`config.mk`:
```
export PLATFORM = sky130hd
export DESIGN_NAME = seq_multiplier_32
export DESIGN_NICKNAME = d
export VERILOG_FILES = /design/src/rtl/seq_multiplier_32.sv
export SDC_FILE = /design/constraint.sdc
export NUM_CORES = 1
export LEC_CHECK = 0
export ABC_AREA = 1
export BUFFER_PORTS_ARGS = -buffer_cell sky130_fd_sc_hd__buf_2
export CORE_ASPECT_RATIO = 2
export CORE_MARGIN = 4
export CORE_UTILIZATION = 35
export DETAILED_ROUTE_END_ITERATION = 16
export PLACE_DENSITY = 0.55
export RECOVER_POWER = 50
export REMOVE_ABC_BUFFERS = 1
export SLEW_MARGIN = 30
export SYNTH_ARGS = -nofsm -noshare
export SYNTH_HDL_FRONTEND = slang
export SYNTH_SLANG_ARGS = --single-unit
```
`constraint.sdc`:
```
create_clock -name Clk -period 2.7 [get_ports Clk]
set_input_delay 0.135 -clock Clk [delete_from_list [all_inputs] [get_ports Clk]]
set_output_delay 0.135 -clock Clk [all_outputs]
set_load 0.02 [all_outputs]
```
`src/rtl/seq_multiplier_32.sv`:
```
`default_nettype none
// ============================================================================
// Module      : seq_multiplier_32
// Description : Radix-2 sequential shift-add multiplier. One multiply takes a
//               fixed WIDTH busy cycles. Done pulses for one cycle with the
//               final Product valid. Optional signed (two's-complement) mode
//               is compiled in with the SIGNED_MULT_EN macro. Without it, the
//               Signed port is ignored.
// Revision    : 1.0 - initial release
// ============================================================================
module seq_multiplier_32 #(
    parameter int WIDTH = 32
) (
    input  logic               Clk,
    input  logic               Reset,
    input  logic               Start,
    input  logic               Signed,
    input  logic [WIDTH-1:0]   A,
    input  logic [WIDTH-1:0]   B,
    output logic [2*WIDTH-1:0] Product,
    output logic               Busy,
    output logic               Done
);

    localparam int c_cnt_w = (WIDTH > 1) ? $clog2(WIDTH) : 1;
    localparam logic [c_cnt_w-1:0] c_last_step = c_cnt_w'(WIDTH - 1);
    localparam logic [c_cnt_w-1:0] c_cnt_one   = c_cnt_w'(1);

    typedef enum logic [1:0] {
        ST_IDLE = 2'd0,
        ST_BUSY = 2'd1,
        ST_DONE = 2'd2
    } state_t;

    state_t               r_state;
    logic [c_cnt_w-1:0]   r_count;
    logic [WIDTH-1:0]     r_mcand;
    logic [2*WIDTH-1:0]   r_acc;
    logic [2*WIDTH-1:0]   r_product;
    logic                 r_busy;
    logic                 r_done;
    logic                 r_neg;

    // Operand magnitudes and result sign, taken at the moment Start is accepted
    logic [WIDTH-1:0]     w_mag_a;
    logic [WIDTH-1:0]     w_mag_b;
    logic                 w_neg_start;

    // One shift-add step and the sign-corrected final result
    logic [WIDTH:0]       w_addend;
    logic [WIDTH:0]       w_sum;
    logic [2*WIDTH-1:0]   w_next_acc;
    logic [2*WIDTH-1:0]   w_final;

`ifdef SIGNED_MULT_EN
    localparam logic [WIDTH-1:0]   c_one_w = WIDTH'(1);
    localparam logic [2*WIDTH-1:0] c_one_p = (2*WIDTH)'(1);

    // In signed mode, iterate on magnitudes; the most negative value maps to
    // its own bit pattern, which is the correct unsigned magnitude 2^(WIDTH-1)
    assign w_mag_a     = (Signed && A[WIDTH-1]) ? (~A + c_one_w) : A;
    assign w_mag_b     = (Signed && B[WIDTH-1]) ? (~B + c_one_w) : B;
    assign w_neg_start = Signed && (A[WIDTH-1] ^ B[WIDTH-1]);
    assign w_final     = r_neg ? (~w_next_acc + c_one_p) : w_next_acc;
`else
    logic w_unused_signed;

    assign w_mag_a         = A;
    assign w_mag_b         = B;
    assign w_neg_start     = 1'b0;
    assign w_final         = w_next_acc;
    assign w_unused_signed = Signed;
`endif

    // Upper half plus multiplicand is WIDTH+1 bits so the carry is kept and
    // shifted back into the accumulator MSB.
    assign w_addend   = r_acc[0] ? {1'b0, r_mcand} : '0;
    assign w_sum      = {1'b0, r_acc[2*WIDTH-1:WIDTH]} + w_addend;
    assign w_next_acc = {w_sum, r_acc[WIDTH-1:1]};

    // Control FSM, datapath and registered outputs
    always_ff @(posedge Clk) begin
        if (Reset) begin
            r_state   <= ST_IDLE;
            r_count   <= '0;
            r_mcand   <= '0;
            r_acc     <= '0;
            r_product <= '0;
            r_busy    <= 1'b0;
            r_done    <= 1'b0;
            r_neg     <= 1'b0;
        end else begin
            case (r_state)
                ST_IDLE, ST_DONE: begin
                    r_done <= 1'b0;
                    if (Start) begin
                        // Multiplier sits in the lower half and is consumed
                        // LSB-first as the accumulator shifts right.
                        r_mcand <= w_mag_a;
                        r_acc   <= {{WIDTH{1'b0}}, w_mag_b};
                        r_neg   <= w_neg_start;
                        r_count <= '0;
                        r_busy  <= 1'b1;
                        r_state <= ST_BUSY;
                    end else begin
                        r_state <= ST_IDLE;
                    end
                end
                ST_BUSY: begin
                    r_acc <= w_next_acc;
                    if (r_count == c_last_step) begin
                        r_product <= w_final;
                        r_busy    <= 1'b0;
                        r_done    <= 1'b1;
                        r_state   <= ST_DONE;
                    end else begin
                        r_count <= r_count + c_cnt_one;
                    end
                end
                default: begin
                    r_state <= ST_IDLE;
                    r_busy  <= 1'b0;
                    r_done  <= 1'b0;
                end
            endcase
        end
    end

    assign Product = r_product;
    assign Busy    = r_busy;
    assign Done    = r_done;

endmodule
`default_nettype wire

```
# Word level (Yosys, flattened, before mapping)
# Cells that the tools add are included.
# Widths: inputs -> output; s select.
# op_classes
reduce_logical	9
eq_ne	6
n_bitwise	1
muxes	12
add_sub_neg	2
# op_table
operator	count
$pmux 64 s2	1
$mux 64	1
$add 32x32->33	1
$mux 32	1
$mux 5	2
$pmux 5 s2	1
$reduce_and 2->1	4
$ne 2x2->1 const B	3
$add 5x1->5 const B	1
$eq 5x5->1 const B	1
$pmux 2 s2	1
$reduce_or 2->1	2
$mux 1	3
$reduce_and 3->1	1
$eq 2x1->1 const B	1
$eq 2x2->1 const B	1
$logic_not 2->1	1
$mux 2	1
$pmux 1 s2	1
$reduce_bool 2->1	1
$not 1->1	1
# word_totals
out_inout_bits	66
input_bits	68
regBits	169
elab_cells	37

# Longest topological paths before layout
# depth
depth_word	4
ltp_mapped	20
ltp_nobuf	18

# Worst setup path after synthesis
# OpenSTA, ideal clock, no wires.
# synth_path
kind	reg-to-reg
from	register r_acc[0]
to	register r_product[51], in the netlist Product[51]
path_stages_with_launch	18
n_path_buf	2
required_ps	2586
synth_period_minus_slack_ps	2361
setup_ps	114
t_arrival_ps	2248
slack_ps	339
path_cell_list	dfxtp_1 -> clkbuf_1 -> clkbuf_1 -> nand2_1 -> inv_1 -> ha_1 -> inv_1 -> fa_1 -> inv_1 -> nand3_1 -> nand3_1 -> nand3_1 -> nand3_1 -> nand2_1 -> nand3_1 -> nand2_1 -> o21bai_1 -> inv_1
# synth_between
elab_chain_cells	2
# synth_rtl
item	line	text
start, declared	38	logic [2*WIDTH-1:0] r_acc;
start signal, assigned	100	r_acc <= {{WIDTH{1'b0}}, w_mag_b};
start signal, assigned	110	r_acc <= w_next_acc;
$mux 32	77	assign w_addend = r_acc[0] ? {1'b0, r_mcand} : '0;
$add 32x32->33	78	assign w_sum = {1'b0, r_acc[2*WIDTH-1:WIDTH]} + w_addend;
end signal, assigned	112	r_product <= w_final;
end, declared	39	logic [2*WIDTH-1:0] r_product;
# Every way passes these cells.
# A chain may end at the register's enable or synchronous reset.

# Worst setup path after layout
# layout_path
from	register r_acc[0]
to	register r_product[61], in the netlist Product[61]
# Same word-level chain as after synthesis.

==> impl_metrics.prom <==
# TYPE chip_impl_metric gauge
chip_impl_info{name="status",value="finished, final reports clean"} 1
chip_impl_metric{name="placeableCoreArea",unit="sq mm"} 0.0245
chip_impl_metric{name="worst_hold_path.num_cells",unit=""} 3
chip_impl_info{name="cp-start-kind",value="register"} 1
chip_impl_metric{name="max_clock_freq",unit="MHz"} 419
chip_impl_metric{name="netlist_area",unit="sq mm"} 0.00876
chip_impl_metric{name="io_pins",unit=""} 134
chip_impl_metric{name="cts_buffer_depth",unit=""} 2
chip_impl_metric{name="power.internal",unit="mW"} 4.16
chip_impl_info{name="synth.cells.most_frequent",value="sky130_fd_sc_hd__nand2_1 (324), sky130_fd_sc_hd__nor2_1 (194), sky130_fd_sc_hd__dfxtp_1 (169)"} 1
chip_impl_info{name="timing.setup.critical_path_class",value="register to register"} 1
chip_impl_metric{name="dpl_cell_area",unit="sq mm"} 0.00976
chip_impl_metric{name="synth-async-reset-ratio",unit="%"} 0
chip_impl_metric{name="number_of_buffers_inserted_by_port_buffering",unit=""} 132
chip_impl_metric{name="ant_nets",unit=""} 0
chip_impl_metric{name="finalWorstPathRequiredPeriod",unit="ps"} 2390
chip_impl_metric{name="vias_in_the_first_global_route",unit=""} 8670
chip_impl_metric{name="peak_ir_drop_on_the_vdd_network",unit="uV"} 411
chip_impl_metric{name="layout_worst_path_cycle_share",unit="%"} 88.5
chip_impl_metric{name="grt_start_max_net_pins",unit=""} 102
chip_impl_metric{name="synth.yosys.seq_area_share",unit="%"} 38.6
chip_impl_metric{name="total_wire_length_after_detailed_routing",unit="mm"} 27.4
chip_impl_metric{name="drive_above_1_share",unit="%"} 9.04
chip_impl_metric{name="critPathBufInv",unit=""} 3
chip_impl_metric{name="ctsHoldBuffers",unit=""} 60
chip_impl_metric{name="routed_wire_length_per_instance",unit="um"} 14.9
chip_impl_metric{name="seq_power_share",unit="%"} 46.8
chip_impl_metric{name="switching_share",unit="%"} 26.9
chip_impl_metric{name="power_density",unit="mW/mm^2"} 523
chip_impl_metric{name="synthDominantCellAreaShare",unit="%"} 38.6
chip_impl_metric{name="setup_viol",unit=""} 0
chip_impl_metric{name="relSlewSlack",unit="%"} 31.8
chip_impl_info{name="postSynth.topFlopCell",value="sky130_fd_sc_hd__dfxtp_1"} 1
chip_impl_metric{name="synth_edf_count",unit=""} 0
chip_impl_metric{name="drcViolationCount",unit=""} 0
chip_impl_metric{name="routed-via-count",unit=""} 8584
chip_impl_metric{name="skew_final",unit="ps"} 8.38
chip_impl_metric{name="first_iter_violations",unit=""} 295
chip_impl_metric{name="hold_violations",unit=""} 0
chip_impl_metric{name="clock_transition_at_the_register_clock_pins_on_the_worst_setup_and_hold_paths_after_cts",unit="ps"} 70
chip_impl_metric{name="worst-path-stages",unit=""} 14
chip_impl_metric{name="track_usage",unit="%"} 20.4
chip_impl_metric{name="initial_antenna_violation_count",unit=""} 0
chip_impl_info{name="setup.worst_path.start",value="r_acc[0]$_SDFFE_PP0P_"} 1
chip_impl_metric{name="cellLeakagePower",unit="nW"} 5.50
chip_impl_metric{name="crit_path_max_incr_delay",unit="ps"} 410
chip_impl_info{name="critical_path.endpoint_type",value="register"} 1
chip_impl_metric{name="flop_and_latch_count_out_of_synthesis",unit=""} 169
chip_impl_info{name="critical_path_endpoint",value="Product[61]$_SDFFE_PP0P_"} 1
chip_impl_metric{name="cp.arrival",unit="ps"} 2740
chip_impl_metric{name="syn_avg_cell_area",unit="sq um"} 6.64
chip_impl_metric{name="place_congestion",unit=""} 0.885
chip_impl_metric{name="syn_to_final_growth",unit="%"} 24.1
chip_impl_metric{name="combinationalPowerShare",unit="%"} 10.5
chip_impl_info{name="post-synth-top-count-cell",value="sky130_fd_sc_hd__nand2_1"} 1
chip_impl_metric{name="drt_pass1_iterations",unit=""} 4
chip_impl_metric{name="path_max_fanout",unit=""} 22
chip_impl_metric{name="cts_made_buffers",unit=""} 17
chip_impl_metric{name="rr_worst_depth",unit=""} 14
chip_impl_metric{name="pwr-share-clk",unit="%"} 42.8
chip_impl_metric{name="worst_skew_pair.late_latency",unit="ps"} 450
chip_impl_metric{name="grt_pass1_wl",unit="mm"} 44.1
chip_impl_metric{name="routed_via_density",unit=""} 4.67
chip_impl_metric{name="syn_inst",unit=""} 1320
chip_impl_info{name="cts_tree",value="built"} 1
chip_impl_metric{name="cts_setup_buffers",unit=""} 0
chip_impl_metric{name="library_cells_used_by_synthesis",unit=""} 38
chip_impl_info{name="path_delay_family",value="simple AND/OR/NAND/NOR gates"} 1
chip_impl_metric{name="number_of_nets_in_the_layout",unit=""} 1595
chip_impl_metric{name="detailedPlacementHpwl",unit="mm"} 19.6
chip_impl_metric{name="h-tree-depth",unit=""} 4
chip_impl_info{name="worstPathCellList",value="buf_12 > nand2_1 > inv_1 > ha_1 > a21oi_1 > nand2_1 > nand2_1 > nand2_1 > a21oi_1 > nand3_1 > nand2_1 > nand2_1 > nand2_1 > inv_1"} 1
chip_impl_info{name="cts_root_buffer",value="sky130_fd_sc_hd__clkbuf_16"} 1
chip_impl_info{name="crit_path_top_delay_cell",value="sky130_fd_sc_hd__dfxtp_1"} 1
chip_impl_metric{name="worst_ep_required_time",unit="ps"} 3050
chip_impl_metric{name="grt_overflow",unit=""} 0
chip_impl_metric{name="die_h",unit="um"} 232
chip_impl_metric{name="row_count",unit=""} 81
chip_impl_info{name="rsz0062_at_grt",value="no"} 1
chip_impl_metric{name="diodes",unit=""} 0
chip_impl_info{name="timing.rr.start",value="r_acc[0]$_SDFFE_PP0P_"} 1
chip_impl_info{name="synth_area_leader_cell",value="sky130_fd_sc_hd__dfxtp_1"} 1
chip_impl_metric{name="die_w",unit="um"} 120
chip_impl_info{name="netlist_top_cells_area",value="sky130_fd_sc_hd__dfxtp_1 (39%), sky130_fd_sc_hd__nand2_1 (14%), sky130_fd_sc_hd__nor2_1 (8.3%)"} 1
chip_impl_metric{name="cts.sink_count",unit=""} 169
chip_impl_metric{name="synth-warning-count",unit=""} 0
chip_impl_info{name="regToRegEndpoint",value="Product[61]$_SDFFE_PP0P_"} 1
chip_impl_metric{name="switchingPower",unit="mW"} 1.53
chip_impl_info{name="min_path_type",value="input port to register"} 1
chip_impl_metric{name="start_util",unit="%"} 35.7
chip_impl_info{name="crit_path_frequent_cell",value="sky130_fd_sc_hd__nand2_1"} 1
chip_impl_metric{name="cts_repair_resize_count",unit=""} 0
chip_impl_metric{name="regToRegSetupSlack",unit="ps"} 310
chip_impl_metric{name="die_area",unit="sq mm"} 0.0278
chip_impl_metric{name="worst-slew-pin-transition",unit="ps"} 1020
chip_impl_metric{name="finish.instance_area",unit="sq mm"} 0.0109
chip_impl_metric{name="final.setup.tns",unit="ps"} 0
chip_impl_info{name="worst_hold_startpoint",value="B[8]"} 1
chip_impl_metric{name="cap_violations",unit=""} 0
chip_impl_metric{name="final_max_slew_viol_count",unit=""} 0
stage by stage:
stage                     hold WS, ps  instances  worst slack, ps  utilization (%)  total power, mW
after floorplan                   197       1261             -505                -             3.01
after global placement            384       1744              355             39.8             3.25
after detailed placement          389       1744              337             39.8             3.25
after CTS                        8.22       1836              316             44.6             5.77
after global routing             27.4       1837             45.4             44.3             5.94
final                            14.0       1837              311             44.3             5.69
worst min path at each step:
| stage | endpoint |
|---|---|
| 4_1_cts | r_acc[1]$_SDFFE_PP0P_ |
| 3_3_place_gp | r_mcand[30]$_SDFFE_PP0P_ |
| 6_report | r_acc[8]$_SDFFE_PP0P_ |
| 2_1_floorplan | r_acc[44]$_SDFFE_PP0P_ |
| 3_5_place_dp | r_mcand[19]$_SDFFE_PP0P_ |
| 5_1_grt | r_acc[7]$_SDFFE_PP0P_ |
state kept, by name, summed over array words and instances (netlist names):
register	cells
r_mcand	32
r_count	5
Product	64
Busy	1
r_acc	64
Done	1
r_state	2
final cells by class:
cell class / instances / area [sq um]
Timing Repair Buffer: 212 / 1380
Clock inverter: 12 / 119
Sequential cell: 169 / 3380
Fill cell: 2677 / 13700
Multi-Input combinational cell: 920 / 4470
Inverter: 172 / 647
Clock buffer: 20 / 457
Tap cell: 332 / 415
worst register-to-register path: stages, from the launching register on:
cell and delay, ps:
sky130_fd_sc_hd__dfxtp_1 410, sky130_fd_sc_hd__buf_12 200, sky130_fd_sc_hd__nand2_1 70, sky130_fd_sc_hd__inv_1 50
sky130_fd_sc_hd__ha_1 260, sky130_fd_sc_hd__a21oi_1 340, sky130_fd_sc_hd__nand2_1 130, sky130_fd_sc_hd__nand2_1 90
sky130_fd_sc_hd__nand2_1 100, sky130_fd_sc_hd__a21oi_1 250, sky130_fd_sc_hd__nand3_1 150, sky130_fd_sc_hd__nand2_1 90
sky130_fd_sc_hd__nand2_1 50, sky130_fd_sc_hd__nand2_1 60, sky130_fd_sc_hd__inv_1 30
placed cells by master (no fill, tap or decap), drive strengths merged:
master | netlist | layout
o21ai | 146 | 146
xor2 | 10 | 10
a21o | 2 | 2
inv | 171 | 172
a211oi | 1 | 1
clkinv | 1 | 7
nor3 | 12 | 12
xnor2 | 4 | 4
clkinvlp | 0 | 4
ha | 34 | 34
buf | 20 | 83
o211ai | 3 | 3
nand2 | 332 | 332
dfxtp | 169 | 169
and2 | 2 | 2
a311oi | 1 | 1
clkbuf | 39 | 89
bufinv | 0 | 1
and3 | 1 | 1
o21a | 13 | 13
dlygate4sd3 | 0 | 60
nand4 | 2 | 2
or2 | 2 | 2
o21bai | 21 | 21
fa | 1 | 1
nand3b | 1 | 1
a32o | 3 | 3
nand3 | 62 | 62
nor2 | 200 | 200
a21oi | 67 | 67
per-layer routing:
metal  GRT usage, %  wire length, um  up-vias
met5              0                0        -
met4           8.21              792        0
met3           4.00              895       38
met2           39.9            15100      147
met1           20.7            10600     3894
li1               -                -     4505
power groups by stage:
stage	combinational, mW	clock [mW]	sequential (mW)
3_5_place_dp	0.537	0	2.72
3_3_place_gp	0.532	0	2.72
2_1_floorplan	0.300	0	2.71
4_1_cts	0.605	2.51	2.66
5_1_grt	0.672	2.59	2.67
6_report	0.597	2.43	2.66
logic make-up (layout without fill, tap and decap cells):
logic type	Yosys count	after routing	synth area share, %
AND/OR/NAND/NOR	614	614	28.3
AO/OA/AOI/OAI	257	257	16.2
buffers and inverters	231	416	10.3
flip-flops	169	169	38.6
adder cells (fa/ha/maj)	35	35	5.09
XOR/XNOR	14	14	1.49
No activity file was read; power rests on OpenSTA's default activity.
